## src/rtl/pd_seq_ctrl.sv

```systemverilog
// Power-domain sequencer: ordered clock/isolation/retention/reset/power control for one gated domain.
// Optional ack timeout (sticky o_err) is built when PD_SEQ_ACK_TIMEOUT_EN is defined.
module pd_seq_ctrl (
    input  logic       i_aon_clk,
    input  logic       i_soc_pwr_on_rst_n,
    input  logic       i_sw_sleep_req,
    input  logic       i_wakeup,
    input  logic       i_hw_sleep_ack,
    input  logic       i_pwr_on_ack,
    input  logic [3:0] i_pwr_off_seq_delay,
    input  logic [3:0] i_pwr_on_seq_delay,
    input  logic       i_ret_en,
    output logic       o_sleep_req,
    output logic       o_pwr_on_req,
    output logic       o_clk_en,
    output logic       o_iso,
    output logic       o_ret,
    output logic       o_rstn,
    output logic [3:0] o_state,
    output logic       o_busy,
    output logic       o_err
);

    localparam logic [3:0] ST_ON      = 4'd0;
    localparam logic [3:0] ST_SLP_REQ = 4'd1;
    localparam logic [3:0] ST_CLK_OFF = 4'd2;
    localparam logic [3:0] ST_ISO_ON  = 4'd3;
    localparam logic [3:0] ST_RET_ON  = 4'd4;
    localparam logic [3:0] ST_RST_ON  = 4'd5;
    localparam logic [3:0] ST_PWR_OFF = 4'd6;
    localparam logic [3:0] ST_OFF     = 4'd7;
    localparam logic [3:0] ST_PWR_ON  = 4'd8;
    localparam logic [3:0] ST_RST_OFF = 4'd9;
    localparam logic [3:0] ST_RET_OFF = 4'd10;
    localparam logic [3:0] ST_ISO_OFF = 4'd11;
    localparam logic [3:0] ST_CLK_ON  = 4'd12;

    logic [3:0] state;
    logic [3:0] state_nx;
    logic [3:0] cnt;
    logic [3:0] dly;
    logic [3:0] d_m1;
    logic       timed;
    logic       step_done;
    logic       ack_seen;
    logic       waiting;
    logic       tmo;
    logic       wake_pend;
    logic       ret_flag;

    // Timed steps last max(delay,1) cycles; the delay is re-read every cycle for the exit compare.
    always_comb begin
        timed = 1'b0;
        case (state)
            ST_CLK_OFF, ST_ISO_ON, ST_RET_ON, ST_RST_ON,
            ST_RST_OFF, ST_RET_OFF, ST_ISO_OFF, ST_CLK_ON: timed = 1'b1;
            default: timed = 1'b0;
        endcase
        dly       = (state >= ST_RST_OFF) ? i_pwr_on_seq_delay : i_pwr_off_seq_delay;
        d_m1      = (dly == 4'd0) ? 4'd0 : dly - 4'd1;
        step_done = timed && (cnt == d_m1);
    end

    always_comb begin
        ack_seen = 1'b0;
        waiting  = 1'b0;
        case (state)
            ST_SLP_REQ: begin ack_seen = i_hw_sleep_ack; waiting = 1'b1; end
            ST_PWR_OFF: begin ack_seen = !i_pwr_on_ack;  waiting = 1'b1; end
            ST_PWR_ON:  begin ack_seen = i_pwr_on_ack;   waiting = 1'b1; end
            default:    begin ack_seen = 1'b0;           waiting = 1'b0; end
        endcase
    end

`ifdef PD_SEQ_ACK_TIMEOUT_EN
    logic [7:0] tcnt;
    logic       err;

    // The 255th cycle in an ack-wait state is treated as if the ack had arrived.
    assign tmo   = waiting && (tcnt == 8'd254);
    assign o_err = err;

    always_ff @(posedge i_aon_clk or negedge i_soc_pwr_on_rst_n) begin
        if (!i_soc_pwr_on_rst_n) begin
            tcnt <= 8'd0;
            err  <= 1'b0;
        end else begin
            if (state_nx != state) tcnt <= 8'd0;
            else if (waiting)      tcnt <= tcnt + 8'd1;
            if (tmo && !ack_seen)  err  <= 1'b1;
        end
    end
`else
    assign tmo   = 1'b0;
    assign o_err = 1'b0;
`endif

    always_comb begin
        state_nx = state;
        case (state)
            ST_ON:      if (i_sw_sleep_req && !i_wakeup) state_nx = ST_SLP_REQ;
            ST_SLP_REQ: begin
                if (ack_seen || tmo)                 state_nx = ST_CLK_OFF;
                else if (i_wakeup || !i_sw_sleep_req) state_nx = ST_ON;
            end
            ST_CLK_OFF: if (step_done) state_nx = ST_ISO_ON;
            ST_ISO_ON:  if (step_done) state_nx = ret_flag ? ST_RET_ON : ST_RST_ON;
            ST_RET_ON:  if (step_done) state_nx = ST_RST_ON;
            ST_RST_ON:  if (step_done) state_nx = ST_PWR_OFF;
            ST_PWR_OFF: if (ack_seen || tmo) state_nx = ST_OFF;
            ST_OFF:     if (i_wakeup || wake_pend) state_nx = ST_PWR_ON;
            ST_PWR_ON:  if (ack_seen || tmo) state_nx = ST_RST_OFF;
            ST_RST_OFF: if (step_done) state_nx = ret_flag ? ST_RET_OFF : ST_ISO_OFF;
            ST_RET_OFF: if (step_done) state_nx = ST_ISO_OFF;
            ST_ISO_OFF: if (step_done) state_nx = ST_CLK_ON;
            ST_CLK_ON:  if (step_done) state_nx = ST_ON;
            default:    state_nx = ST_ON;
        endcase
    end

    // Every control output changes only on the edge that enters the state owning it.
    always_ff @(posedge i_aon_clk or negedge i_soc_pwr_on_rst_n) begin
        if (!i_soc_pwr_on_rst_n) begin
            state        <= ST_ON;
            cnt          <= 4'd0;
            wake_pend    <= 1'b0;
            ret_flag     <= 1'b0;
            o_sleep_req  <= 1'b0;
            o_pwr_on_req <= 1'b1;
            o_clk_en     <= 1'b1;
            o_iso        <= 1'b0;
            o_ret        <= 1'b0;
            o_rstn       <= 1'b1;
        end else begin
            state <= state_nx;
            if (state_nx != state) cnt <= 4'd0;
            else if (timed)        cnt <= cnt + 4'd1;
            if (state == ST_ON && state_nx == ST_SLP_REQ) ret_flag <= i_ret_en;
            if (i_wakeup && state >= ST_CLK_OFF && state <= ST_PWR_OFF) wake_pend <= 1'b1;
            if (state_nx != state) begin
                case (state_nx)
                    ST_ON:      o_sleep_req  <= 1'b0;
                    ST_SLP_REQ: o_sleep_req  <= 1'b1;
                    ST_CLK_OFF: o_clk_en     <= 1'b0;
                    ST_ISO_ON:  o_iso        <= 1'b1;
                    ST_RET_ON:  o_ret        <= 1'b1;
                    ST_RST_ON:  o_rstn       <= 1'b0;
                    ST_PWR_OFF: o_pwr_on_req <= 1'b0;
                    ST_PWR_ON: begin
                        o_pwr_on_req <= 1'b1;
                        o_sleep_req  <= 1'b0;
                        wake_pend    <= 1'b0;
                    end
                    ST_RST_OFF: o_rstn       <= 1'b1;
                    ST_RET_OFF: o_ret        <= 1'b0;
                    ST_ISO_OFF: o_iso        <= 1'b0;
                    ST_CLK_ON:  o_clk_en     <= 1'b1;
                    default: ;
                endcase
            end
        end
    end

    assign o_state = state;
    assign o_busy  = (state != ST_ON) && (state != ST_OFF);

endmodule

```

## config.mk

```make
export PLATFORM = sky130hd
export DESIGN_NAME = pd_seq_ctrl
export DESIGN_NICKNAME = d
export VERILOG_FILES = /design/src/rtl/pd_seq_ctrl.sv
export SDC_FILE = /design/constraint.sdc
export NUM_CORES = 1
export LEC_CHECK = 0
export BUFFER_PORTS_ARGS = -buffer_cell sky130_fd_sc_hd__buf_2
export CORE_MARGIN = 4
export CORE_UTILIZATION = 47
export DETAILED_ROUTE_END_ITERATION = 10
export PLACE_DENSITY = 0.77
export SLEW_MARGIN = 25
export SYNTH_ARGS = -nofsm -noshare
export SYNTH_HDL_FRONTEND = slang
export SYNTH_SLANG_ARGS = --single-unit
```

## constraint.sdc

```tcl
create_clock -name i_aon_clk -period 3.55 [get_ports i_aon_clk]
set_input_delay 0.355 -clock i_aon_clk [delete_from_list [all_inputs] [get_ports i_aon_clk]]
set_output_delay 0.355 -clock i_aon_clk [all_outputs]
set_load 0.01 [all_outputs]
```

==> impl_metrics.json <==
{
  "die-width_um": 63.2,
  "hold_viol_final": 0,
  "max_freq_mhz": 317,
  "hp-class": "in2reg",
  "path_max_fanout": 12,
  "synth_flop_cell": "dfrtp_1",
  "post_drt_via_cell_ratio": 6.13,
  "hpwl_um": 2790,
  "drtPass1Iterations": 4,
  "cts_tree": "yes",
  "synth_seq_area_share": 0.282,
  "setup_viol": 0,
  "cts_buffers": 3,
  "status": "completed",
  "drtIter0Drc": 168,
  "io_pins": 27,
  "globalRouteOverflowTotal": 0,
  "nNetsFinal": 219,
  "drive_gt1_frac": 0.224,
  "cts_sinks": 16,
  "synth_edf_count": 0,
  "cts-resized-gates": 0,
  "syn_area_sq_um": 1430,
  "cts_root_buf": "clkbuf_4",
  "ir_drop_mv": 0.437,
  "grt_first_pass_wirelength_um": 6210,
  "setup_slack_ps": 395,
  "drc_errors": 0,
  "port_buffers": 25,
  "arrival_ps": 3340,
  "antenna_cells": 0,
  "clkPwrFrac": 0.076,
  "routed_wl_um": 3660,
  "fin_skew_ps": 3.24,
  "htree_levels": 1,
  "synthTopCellsByArea": "dfrtp_1, nor2_1, dfstp_2",
  "power_w": 0.00139,
  "critPathLaunchType": "flip-flop",
  "p_seq_frac": 0.252,
  "powerDensity_nw_per_um2": 860,
  "required_ps": 3740,
  "period_needed_ps": 3150,
  "p_int_w": 0.000694,
  "synth_seq_cells": 16,
  "detailedPlace.worstSlack_ps": 431,
  "p_switching_w": 0.000700,
  "syn_nets": 191,
  "vias": 1423,
  "core_area_sq_um": 2830,
  "postSynthAreaPerCell_sq_um": 8.23,
  "grt_max_degree": 20,
  "start_util": 0.506,
  "critPathCaptureType": "flip-flop",
  "gp_congestion": 0.972,
  "switching_share": 0.502,
  "clock_path_buffers": 2,
  "rows": 19,
  "routedWlPerCell_um": 15.8,
  "critPathKind": "reg2reg",
  "combPwrFrac": 0.672,
  "antenna_left": 0,
  "power.leakage_nw": 0.700,
  "insertion_delay_ps": 300,
  "dieArea_sq_um": 4000,
  "die_y_um": 63.2,
  "holdWs_ps": 288,
  "grt_pass1_vias": 1328,
  "max_cap_violations": 0,
  "grt_antenna_before_repair": 0,
  "rsz0062_at_grt": "no",
  "layout-area-overhead-vs-synth_pct": 13.2,
  "async_reset_ff_frac": 1.00,
  "synth_top_area_share": 0.227,
  "syn_inst": 174,
  "synth.largest_area_cell": "dfrtp_1",
  "fin_setup_tns_ps": 0,
  "path_clk_slew_ps": 100,
  "yosys_warnings": 0,
  "synth_cell_types": 51,
  "min_period_over_period": 0.889,
  "track_usage": 0.191,
  "slew_viol_final": 0
}
final cells by class:
class,count,area [sq um]
well taps,31,38.8
repair buffers,32,180
fillers,272,1210
inverters,5,18.8
clock buffers,4,26.3
multi-input cells,144,953
flip-flops and latches,16,404
final timing paths:
kind	from	end	slack, ps	cells past startpoint
setup / recovery	o_state[1]	ret_flag	400	8
max in group asynchronous	i_soc_pwr_on_rst_n	o_rstn	2740	2
min in group asynchronous	i_soc_pwr_on_rst_n	o_state[3]	490	2
hold / removal	i_ret_en	ret_flag	290	2
hold reg to reg	o_rstn	o_rstn	490	1
setup reg to reg	o_state[1]	ret_flag	400	8
through the flow:
| step | util | std cells | cell area [sq um] |
|---|---|---|---|
| floorplan | - | 174 | 1430 |
| global placement | 0.560 | 227 | 1590 |
| detailed placement | 0.560 | 227 | 1590 |
| CTS | 0.573 | 232 | 1620 |
| global route | 0.573 | 232 | 1620 |
| finish | 0.573 | 232 | 1620 |
Yosys cell counts (all sizes together), types with 3 or more instances:
master   n
nor2    22
o21ai   16
dfrtp   13
nand2   13
a21oi    9
nand3    9
a31oi    6
mux2i    6
nor2b    6
and3     5
clkbuf   5
inv      5
xnor2    5
buf      4
nor3     4
nor3b    4
dfstp    3
nand2b   3
o211ai   3
o31ai    3
power by group through the flow:
stage	clock network, W	registers, W	logic, W
detailed placement	0	0.000354	0.000926
floorplan	0	0.000342	0.000704
global placement	0	0.000349	0.000903
CTS	0.000106	0.000351	0.000933
finish	0.000106	0.000352	0.000937
global route	0.000117	0.000366	0.00104
per-layer routing:
metal / wire length [um] / vias to the layer above / track usage
met5: 0 / - / 0
met4: 54 / 0 / 0.0943
met3: 274 / 5 / 0.0231
met2: 1650 / 57 / 0.271
met1: 1680 / 659 / 0.281
li1: - / 702 / -
layout by cell type (no fill, tap or decap), types with 2 or more instances in the layout:
| cell | count |
|---|---|
| nor3b_1 | 4 |
| ha_1 | 2 |
| nand2_1 | 13 |
| o31ai_1 | 2 |
| nand2b_1 | 3 |
| buf_4 | 6 |
| o21a_1 | 2 |
| o21ai_0 | 15 |
| nor2_1 | 22 |
| a21oi_1 | 8 |
| mux2i_1 | 6 |
| xnor2_1 | 5 |
| o211ai_1 | 3 |
| dfrtp_1 | 13 |
| nand3_1 | 9 |
| a311o_1 | 2 |
| buf_2 | 25 |
| nor3_1 | 4 |
| inv_1 | 3 |
| dfstp_2 | 3 |
| and3_1 | 4 |
| xor2_1 | 2 |
| a21o_1 | 2 |
| inv_2 | 2 |
| clkbuf_4 | 3 |
| nor2b_1 | 6 |
| a31oi_1 | 6 |
critical path: stages (launching register included):
cell and delay (ps):
dfrtp_1 490, o31ai_4 520, mux4_1 400, o221ai_2 250, nand4_4 210, a311o_1 470, nor2_1 200, and3_4 210
mux2_4 290
what timing repair did:
action                                 CTS  global route
buffers inserted                         0             0
endpoints found under the hold margin   13             0
hold buffers                             1             0
logic make-up after synthesis:
| group | synth area share |
|---|---|
| compound gates | 0.272 |
| xor+xnor | 0.0428 |
| fa+ha+maj | 0.0175 |
| buf+inv | 0.0524 |
| flops | 0.282 |
| mux | 0.0707 |
| other cells | 0.00262 |
| simple gates | 0.259 |
Power figures use the tool's default switching activity.
